### src/rtl/rr_priority_arbiter.sv
// rr_priority_arbiter: N-requester arbiter that can run in fixed-priority or
// round-robin mode. A grant is held until the downstream side acks it.
// All outputs are registered.
// Optional build macro: ARB_TIMEOUT_EN adds a forced release after TIMEOUT
// cycles without an ack, signalled by a one-cycle timeout pulse.
module rr_priority_arbiter #(
   parameter int N       = 8,
   parameter int IDXW    = $clog2(N),
   parameter int TIMEOUT = 16
) (
   input  logic            clk,
   input  logic            rst,
   input  logic [N-1:0]    req,
   input  logic            mode,
   input  logic            ack,
   output logic [N-1:0]    grant,
   output logic [IDXW-1:0] grant_idx,
   output logic            valid,
   output logic            timeout
);

   typedef enum logic {
      IDLE  = 1'b0,
      GRANT = 1'b1
   } state_t;

   state_t          state_q, state_d;
   logic [N-1:0]    grant_q, win_grant;
   logic [IDXW-1:0] idx_q, ptr_q, ptr_d, ptr_inc, base;
   logic [IDXW-1:0] win_idx;
   logic            win_found;
   logic            force_rel;
   logic            release_now;
   logic            load;

`ifdef ARB_TIMEOUT_EN
   localparam int CW = (TIMEOUT > 2) ? $clog2(TIMEOUT) : 1;

   logic [CW-1:0] cnt_q;
   logic          timeout_q;

   assign force_rel = (state_q == GRANT) && !ack && (cnt_q == CW'(TIMEOUT - 1));

   // Hold-time counter: restarts on every new grant, counts un-acked GRANT cycles.
   always_ff @(posedge clk) begin
      if (rst) begin
         cnt_q     <= '0;
         timeout_q <= 1'b0;
      end else begin
         timeout_q <= force_rel;
         if (load)
            cnt_q <= '0;
         else if (state_q == GRANT && !ack)
            cnt_q <= cnt_q + 1'b1;
      end
   end

   assign timeout = timeout_q;
`else
   assign force_rel = 1'b0;
   assign timeout   = 1'b0;
`endif

   assign ptr_inc     = (idx_q == IDXW'(N - 1)) ? '0 : idx_q + 1'b1;
   assign release_now = (state_q == GRANT) && (ack || force_rel);
   // Re-arbitration on a release already searches from the advanced pointer.
   assign base        = release_now ? ptr_inc : ptr_q;

   // Winner search: lowest index in fixed mode, first set bit from base in round-robin.
   always_comb begin
      int unsigned pos;
      win_found = 1'b0;
      win_idx   = '0;
      pos       = 0;
      for (int unsigned k = 0; k < N; k++) begin
         if (mode) begin
            pos = int'(base) + k;
            if (pos >= N) pos = pos - N;
         end else begin
            pos = k;
         end
         if (!win_found && req[pos]) begin
            win_found = 1'b1;
            win_idx   = IDXW'(pos);
         end
      end
      win_grant          = '0;
      win_grant[win_idx] = 1'b1;
   end

   // Next-state and load decision for the grant registers.
   always_comb begin
      state_d = state_q;
      ptr_d   = ptr_q;
      load    = 1'b0;
      case (state_q)
         IDLE: begin
            if (win_found) begin
               load    = 1'b1;
               state_d = GRANT;
            end
         end
         GRANT: begin
            if (release_now) begin
               ptr_d = ptr_inc;
               if (win_found) load = 1'b1;
               else           state_d = IDLE;
            end
         end
         default: state_d = IDLE;
      endcase
   end

   // State, pointer and grant output registers.
   always_ff @(posedge clk) begin
      if (rst) begin
         state_q <= IDLE;
         ptr_q   <= '0;
         idx_q   <= '0;
         grant_q <= '0;
      end else begin
         state_q <= state_d;
         ptr_q   <= ptr_d;
         if (load) begin
            idx_q   <= win_idx;
            grant_q <= win_grant;
         end else if (state_d == IDLE) begin
            idx_q   <= '0;
            grant_q <= '0;
         end
      end
   end

   assign grant     = grant_q;
   assign grant_idx = idx_q;
   assign valid     = (state_q == GRANT);

endmodule

### config.mk
export PLATFORM = sky130hd
export DESIGN_NAME = rr_priority_arbiter
export DESIGN_NICKNAME = d
export VERILOG_FILES = /design/src/rtl/rr_priority_arbiter.sv
export SDC_FILE = /design/constraint.sdc
export NUM_CORES = 1
export LEC_CHECK = 0
export BUFFER_PORTS_ARGS = -buffer_cell sky130_fd_sc_hd__buf_2
export CORE_MARGIN = 8
export CORE_UTILIZATION = 40
export CTS_BUF_LIST = sky130_fd_sc_hd__clkbuf_16
export CTS_CLUSTER_DIAMETER = 150
export DETAILED_ROUTE_END_ITERATION = 10
export GPL_TIMING_DRIVEN = 0
export PLACE_DENSITY = 0.61
export SLEW_MARGIN = 20
export SYNTH_ARGS = -nofsm -noshare
export SYNTH_HDL_FRONTEND = slang
export SYNTH_SLANG_ARGS = --single-unit
### constraint.sdc
create_clock -name clk -period 11.22 [get_ports clk]
set_input_delay 1.122 -clock clk [delete_from_list [all_inputs] [get_ports clk]]
set_output_delay 1.122 -clock clk [all_outputs]
set_load 0.01 [all_outputs]
# [After elaboration in Yosys (flattened, before gate mapping)]
# Cells that the tools add are included.
[totals] register_bits=15 input_bits=12 out_inout_bits=13 wordCells=118
[classes] addsub=16 magnitude_cmp=18 eq_ne=2 n_mux=61 n_bitwise=1 n_reduce_logical=16
[ops] cell="2-to-1 mux 32 bit" n=16
[ops] cell="less-than comparator 32 x 4 -> 1 bit, second input constant" n=8
[ops] cell="2-to-1 mux 3 bit" n=12
[ops] cell="subtractor 4 x 4 -> 5 bit, second input constant" n=7
[ops] cell="greater-or-equal comparator 4 bit, second input constant" n=7
[ops] cell="binary-select mux 1 bit (select 3 bit)" n=8
[ops] cell="2-to-1 mux 1 bit" n=20
[ops] cell="adder 3 x 3 -> 4 bit, second input constant" n=4
[ops] cell="2-to-1 mux 8 bit" n=2
[ops] cell="logical AND 1 bit" n=9
[ops] cell="adder 3 x 2 -> 4 bit, second input constant" n=2
[ops] cell="zero test 1 bit" n=7
[ops] cell="subtractor 3 x 4 -> 5 bit, second input constant" n=1
[ops] cell="adder 3 x 1 -> 4 bit, second input constant" n=1
[ops] cell="greater-or-equal comparator 3 x 4 -> 1 bit, second input constant" n=1
[ops] cell="less-than comparator 3 x 4 -> 1 bit, second input constant" n=1
[ops] cell="one-hot mux 1 bit (2 select lines)" n=2
[ops] cell="adder 3 x 1 -> 3 bit, second input constant" n=1
[ops] cell="demux 1 bit (select 3 bit)" n=1
[ops] cell="== test 3 bit, second input constant" n=1
[ops] cell="greater-or-equal comparator 3 x 1 -> 1 bit, second input constant" n=1
[ops] cell="!= test 2 x 1 -> 1 bit, second input constant" n=1
[ops] cell="NOT 1 bit" n=1

# [Depth between registers and ports, before layout]
# Gate-level depths: netlist of run 1.
[logic_depth] word_depth=35 depth_mapped=16 mapped_depth_nobuf=15

# [Worst setup path after synthesis of run 1]
# No wires, ideal clock.
[synth_timing] path_kind="input-to-reg" startpoint="input port ack" endpoint="register grant_q[6] (netlist: grant[6])" setup_time_ns=0.117 t_arrival_ns=4.544 t_required_ns=11.103 setup_slack_ns=6.558 path_stages=15 path_buffers=2 cell_sequence="buf_6 and4bb_2 nor2_2 inv_1 ha_1 and2_1 clkbuf_1 mux2i_1 o21ai_0 a21oi_1 o211ai_2 or4b_4 a32oi_4 inv_1 a32o_1"
[synth_via] elab_chain_len=34 word_cells_on_any_way=99 cone_classes="add/sub: 15; order compare: 10; eq/ne: 1; mux: 57; reduce/logical: 16"
[synth_lines] element="start: declaration" line="15" rtl="input logic ack,"
[synth_lines] element="logical AND 1 bit (*)" line="65" rtl="assign release_now = (state_q == GRANT) && (ack || force_rel);"
[synth_lines] element="2-to-1 mux 3 bit (*)"
[synth_lines] element="via base[0]" line="29" rtl="logic [IDXW-1:0] idx_q, ptr_q, ptr_d, ptr_inc, base;"
[synth_lines] element="parallel branches: the longest is 32 deep, another holds subtractor 4 x 4 -> 5 bit"
[synth_lines] element="end signal: assignment" line="126" rtl="grant_q <= win_grant;"
[synth_lines] element="end: declaration" line="28" rtl="logic [N-1:0] grant_q, win_grant;"
# Mark *: on every way through the listed nets, which the timed path passes. The select of a mux whose other input is x is not followed.
# A chain may end at the register's enable or synchronous reset.

# [Final worst setup path of run 1]
# Ends and elaborated chain as after synthesis.

==> summary.txt, run 1 <==
Worst setup path
  • Crit-path max FO: 10
  • Worst Setup SP: ack
  • CP arrival: 5.48 ns
  • CP Class: input port to flop
  • Reg2Reg Depth: 16
  • Crit path launch type: input port
  • Buf/Inv on CP: 5
  • Max incr delay on CP: 0.55 ns
  • Worst Setup EP: grant[6]$_SDFFE_PP0P_
  • Critical Path End Type: flop
  • Crit path depth: 16
  • R2r setup slk: 6.24 ns
  • Worst path slowest cell: or4b_4
  • Worst-path cell chain: buf_2 -> buf_6 -> and4bb_2 -> nor2_2 -> inv_1 -> ha_1 -> and2_1 -> clkbuf_1 -> mux2i_1 -> o21ai_0 -> a21oi_1 -> o211ai_2 -> or4b_4 -> a32oi_4 -> inv_1 -> a32o_1
  • Req. time, crit path: 11.35 ns
  • Family with the most delay on the worst path: simple AND/OR/NAND/NOR gates
  • FF-to-FF End: grant[6]$_SDFFE_PP0P_
  • CP dominant cell by count: inv_1
  • RR Startpoint: grant_idx[0]$_SDFFE_PP0P_

Cells and area
  • Sequential Area: 300 um2
  • Filler cells: 446
  • P&R area growth vs syn: 13.5%
  • Most frequent cells in the layout: buf_2 (22), nand2_1 (15), dfxtp_1 (15), nor2_1 (12), inv_1 (10)
  • Non-Filler Instances: 278
  • Fin util: 47.6%
  • Antenna diodes: 0
  • Commonest non-fill, non-tap cell in the layout: buf_2
  • Footprint of the multi-input gates: 1440 um2
  • Share of cells above drive strength 1: 27.9%
  • NumNets Final: 242
  • Post-Layout Inst Area: 2100 um2

STA
  • Worst-Margin Slew: 0.746 ns
  • Hold slack: 0.459 ns
  • Slew headroom: 50.3%
  • Final setup TNS: 0 ns
  • RSZ-0062 raised after global routing: no
  • Final Skew: 0.00267 ns
  • Fmax: 187 MHz
  • Setup violations, final: 0
  • Tcrit/Tclk final: 47.7%
  • Setup slack after layout: 5.87 ns
  • Final period demand of the worst path: 5.35 ns
  • Final Hold Vio Count: 0
  • Final Max Slew Viols: 0

Placement
  • I/O Buffers: 21
  • Place WS: 5.70 ns
  • Post-DP Area: 2020 um2
  • Final GP Congestion: 0.866
  • Post-detail-place hpwl: 4000 um
  • Placed Cells: 274

Detailed routing
  • Pre-Repair DR Iteration Count: 4
  • DRC Markers: 0
  • Post-DRT Antenna Nets: 0
  • Vias per inst: 6.33
  • Vias: 1760
  • Routed len/inst: 18.4 um
  • DRT Wirelength: 5110 um
  • Initial DRC Count: 88

Run
  • Max Cap Violations: 0

Yosys
  • Top_reg_cell synth: dfxtp_1
  • Number of synthesized flops with an enable pin: 0
  • Post-synthesis register bit count: 15
  • Top cell type's share of synthesized area: 16.2%
  • Average cell area after synthesis: 9.21 um2
  • Synth Instances: 201
  • Register area share after synthesis: 16.2%
  • Cell taking the most area after synthesis: dfxtp_1
  • Synth warnings: 0
  • Synth area leaders: dfxtp_1 (16%), mux4_1 (11%), mux2i_1 (3.8%), a32o_1 (3.2%), mux2_2 (3.0%)
  • Synth unique cells: 68
  • FFs w/ async S/R, synth: 0%
  • Post-Syn Nets: 216
  • Netlist area before placement: 1850 um2

Clock tree
  • H-tree depth: 1
  • CTS clk-pin slew, worst paths: 0.05 ns
  • Clk sinks: 15
  • CTS resizes: 0
  • Post-CTS Setup Inserts: 0
  • Clk Latency, worst-skew pair: 0.24 ns
  • CTS tree: yes
  • CTS Buffer Depth: 2
  • CTS root buf: clkbuf_16
  • Cts hold-fix bufs: 0
  • Num CTS Buffers: 3

Floorplan
  • Chip width: 84.0 um
  • Die Span Y: 84.0 um
  • I/O pins: 25
  • Initial Util: 41.9%
  • # rows: 24
  • Std-Cell Core Area: 4410 um2
  • Die ar.: 7060 um2

Hold path
  • Hold Crit Depth: 1
  • Worst Hold Class: flop to flop

Pwr
  • Pwr Density: 122 nW/um2
  • Max IR drop VDD: 0.0721 mV
  • Leakage: 0.918 nW
  • Total Power: 0.257 mW

Status
  • Status: complete, no violations

GRT
  • First-pass GRT wire length: 8510 um
  • Number of global-route vias before repair: 1711
  • Overall Global Routing Usage: 14.3%
  • Total grt overflow: 0
  • Antenna violations before repair: 0
  • Pin count of the biggest net entering global routing: 11
[how the worst min path moves through the flow]
stage | to | startpoint
2_1_floorplan | grant_idx[2]$_SDFFE_PP0P_ | grant_idx[2]$_SDFFE_PP0P_
3_3_place_gp | grant[6]$_SDFFE_PP0P_ | grant[6]$_SDFFE_PP0P_
3_5_place_dp | grant[2]$_SDFFE_PP0P_ | grant[2]$_SDFFE_PP0P_
4_1_cts | grant[2]$_SDFFE_PP0P_ | grant[2]$_SDFFE_PP0P_
5_1_grt | grant[2]$_SDFFE_PP0P_ | grant[2]$_SDFFE_PP0P_
6_report | grant[2]$_SDFFE_PP0P_ | grant[2]$_SDFFE_PP0P_
[logic make-up (layout without fill, tap and decap cells)]
family          count (synthesis)  count (layout)  share of synthesized area [%]
compound gates                 71              71                           32.3
simple gates                   64              64                           20.1
mux                            23              23                           21.4
buf+inv                        20              45                           5.75
flops                          15              15                           16.2
xor+xnor                        4               4                           1.89
fa+ha+maj                       3               3                           2.03
other cells                     1               1                          0.203
[per-layer routing]
| metal | GRT usage (%) | vias up | part of all wire [%] |
|---|---|---|---|
| li1 | - | 846 | - |
| met1 | 18.5 | 877 | 48 |
| met2 | 23.6 | 33 | 47 |
| met3 | 3.61 | 4 | 4.3 |
| met4 | 2.04 | 0 | 0.35 |
| met5 | 0 | - | 0 |
[area by class of cell]
cell class                 instances  share of cell area [%]
buffer                            10                    3.28
clock buffer                       3                    3.57
clock inverter                     1                   0.238
inverter                          10                    1.79
multi-input combinational        166                    68.7
sequential                        15                    14.3
tap                               52                    3.10
timing repair buffer              21                    5.00
[where the power goes]
group	switching [mW]	leakage, nW	total (mW)	internal, mW
clock network	0.0215	0.0409	0.0691	0.0476
registers	0.00338	0.122	0.0618	0.0585
logic	0.0726	0.755	0.126	0.0536
[sequential cells by signal, indices dropped and copies added, names as in the netlist]
name       cells
grant          8
grant_idx      3
ptr_q          3
valid          1
[cells in the mapped netlist, types with 2 or more instances]
library cell  number
mux2_2             5
a22o_1             5
mux4_1             8
and2_1             3
nor4_2             2
a221o_1            2
a32o_1             6
inv_1             10
nor2b_1            2
dfxtp_1           15
mux2i_1            7
clkbuf_1           3
o211a_1            2
buf_6              3
or2_2              2
o21ai_1            2
mux2i_4            2
buf_4              2
o221a_2            2
o21ai_0            7
xor2_1             3
nand3_1            5
nor2_1            12
and2_2             3
a21boi_0           4
a22oi_1            2
ha_1               3
a21o_1             3
o311ai_0           2
o211ai_1           6
nor3_1             6
and3_1             4
nand2_1           15
a21oi_1            9
(Power assumes the default switching activity.)
==> inputs of run 2 (changes only) <==
- ABC_AREA: unset -> 1
- clock period: 11.22 -> 5 ns (I/O delays scaled with it)
==> run 2 against run 1 <==
Against the previous run: final cell count grew 34%; design area down 7.5%; flip-flop and latch count unchanged.
==> summary.txt, run 2 <==
Status
  • Status: complete, no violations

Detailed routing
  • Vias: 1882
  • DRC Markers: 0
  • Vias per inst: 5.05
  • Pre-Repair DR Iteration Count: 4
  • Routed len/inst: 12.1 um
  • Initial DRC Count: 170
  • DRT Wirelength: 4500 um
  • Post-DRT Antenna Nets: 0

Pwr
  • Total Power: 0.563 mW
  • Pwr Density: 290 nW/um2
  • Leakage: 1.06 nW
  • Max IR drop VDD: 0.225 mV

STA
  • RSZ-0062 raised after global routing: no
  • Final Max Slew Viols: 0
  • Final Hold Vio Count: 0
  • Final setup TNS: 0 ns
  • Slew headroom: 58.1%
  • Setup violations, final: 0
  • Tcrit/Tclk final: 67.5%
  • Worst-Margin Slew: 0.627 ns
  • Final Skew: 0.00616 ns
  • Final period demand of the worst path: 3.37 ns
  • Fmax: 296 MHz

Worst setup path
  • Critical Path End Type: flop
  • Crit path launch type: flop
  • CP Class: flop to flop
  • Crit-path max FO: 10
  • CP arrival: 3.49 ns
  • Req. time, crit path: 5.12 ns

Yosys
  • Number of synthesized flops with an enable pin: 0
  • Leading cell types by count after synthesis: nand2_1 (79), nand3_1 (52), inv_1 (37)
  • FFs w/ async S/R, synth: 0%
  • Synth unique cells: 29
  • Cell taking the most area after synthesis: dfxtp_1
  • Post-Syn Nets: 311
  • Post-synthesis register bit count: 15
  • Register area share after synthesis: 17.8%
  • Average cell area after synthesis: 5.69 um2
  • Top cell type's share of synthesized area: 17.8%
  • Synth warnings: 0
  • Synth area leaders: dfxtp_1 (18%), nand2_1 (18%), nand3_1 (15%), inv_1 (8.2%), nand4_1 (7.8%)
  • Netlist area before placement: 1690 um2
  • Top-count cell post-synth: nand2_1
  • Top_reg_cell synth: dfxtp_1
  • Synth Instances: 296

Floorplan
  • Chip width: 80.9 um
  • Die ar.: 6550 um2
  • I/O pins: 25
  • Std-Cell Core Area: 4030 um2
  • # rows: 23
  • Die Span Y: 80.9 um
  • Initial Util: 41.8%

Cells and area
  • Commonest non-fill, non-tap cell in the layout: nand2_1
  • P&R area growth vs syn: 15.3%
  • Largest register FFs: 8
  • Antenna diodes: 0
  • Share of cells above drive strength 1: 19.5%
  • Most frequent cells in the layout: nand2_1 (79), nand3_1 (52), inv_1 (37), nor2_1 (35), buf_2 (24)
  • Fin util: 48.2%
  • Non-Filler Instances: 373
  • NumNets Final: 339

Clock tree
  • CTS root buf: clkbuf_16
  • Cts hold-fix bufs: 0
  • H-tree depth: 1
  • Clk Latency, worst-skew pair: 0.24 ns
  • CTS clk-pin slew, worst paths: 0.05 ns
  • Post-CTS Setup Inserts: 0
  • CTS resizes: 0
  • CTS Buffer Depth: 2
  • CTS tree: yes
  • Clk sinks: 15
  • Num CTS Buffers: 3

Hold path
  • Worst Hold Class: flop to flop

GRT
  • Total grt overflow: 0
  • First-pass GRT wire length: 7860 um
  • Overall Global Routing Usage: 14.6%
  • Number of global-route vias before repair: 1818
  • Pin count of the biggest net entering global routing: 11
  • Antenna violations before repair: 0

Run
  • Max Cap Violations: 0

Placement
  • Final GP Congestion: 0.876
  • I/O Buffers: 23
  • Placed Cells: 369
  • Post-detail-place hpwl: 3690 um
==> run 2: cell count changes in the layout (fill, tap and decap cells not counted), moves of 8 or more <==
cell,delta
nand2_1,+64
nand4_1,+21
mux4_1,-8
nand3_2,+8
inv_1,+27
nor2_1,+23
nand3_1,+47
==> run 2: final timing paths <==
kind	startpoint	end	slack, ns	cells past startpoint
max	grant_idx[0]$_SDFFE_PP0P_	grant[7]$_SDFFE_PP0P_	1.63	23
min	grant[4]$_SDFFE_PP0P_	grant[4]$_SDFFE_PP0P_	0.46	2
max reg2reg	grant_idx[0]$_SDFFE_PP0P_	grant[7]$_SDFFE_PP0P_	1.63	23
min reg2reg	grant[4]$_SDFFE_PP0P_	grant[4]$_SDFFE_PP0P_	0.46	2
==> run 2: worst max-delay path, cell delays in order, from the launching register on <==
cell	delay, ns
dfxtp_1	0.39
ha_1	0.17
ha_1	0.13
inv_1	0.03
nand2_1	0.15
nand2_8	0.09
nand2_1	0.11
inv_1	0.05
ha_1	0.28
nand2_1	0.08
clkbuf_1	0.37
nand3_1	0.13
nand2_1	0.14
nand2_1	0.07
nand2_1	0.13
inv_2	0.05
nor2_1	0.18
nand4_1	0.13
nor2_2	0.17
nor2_4	0.06
nand3_2	0.14
nor2_1	0.06
nor2_1	0.09
nor2_1	0.04
==> run 2: power by group <==
| group | internal (mW) | switching (mW) |
|---|---|---|
| Sequential | 0.133 | 0.00744 |
| Clock | 0.107 | 0.0475 |
| Combinational | 0.0875 | 0.181 |
==> run 2: metrics by stage <==
stage	area, um2	setup WS [ns]	hold slack, ns
finish	1940	1.63	0.463
global route	1940	1.19	0.483
detailed placement	1860	1.60	0.457
global placement	1860	1.60	0.455
CTS	1940	1.61	0.465
floorplan	1690	2.06	0.484
==> run 2: metal layers <==
layer  up-vias  global-route usage (%)  routed length [um]
li1       1016                       -                   -
met1       813                    18.7                2220
met2        43                    24.6                2000
met3        10                    2.32                 177
met4         0                    4.29                  95
met5         -                       0                   0
==> run 2: area by class of cell <==
type,count,area (um2)
Fill cell,452,2090
Multi-Input combinational cell,228,1150
Sequential cell,15,300
Inverter,44,168
Timing Repair Buffer,23,115
Clock buffer,3,75.1
Buffer,9,65.1
Tap cell,50,62.6
Clock inverter,1,5.00
==> run 2: kinds of logic (layout without fill, tap and decap cells) <==
family                   after synthesis  after routing  synth area share [%]
buffers and inverters                 53             80                  13.8
adder cells (fa/ha/maj)                3              3                  2.23
AO/OA/AOI/OAI                         16             16                  5.34
other                                  1              1                 0.223
AND/OR/NAND/NOR                      208            208                  60.6
flip-flops                            15             15                  17.8
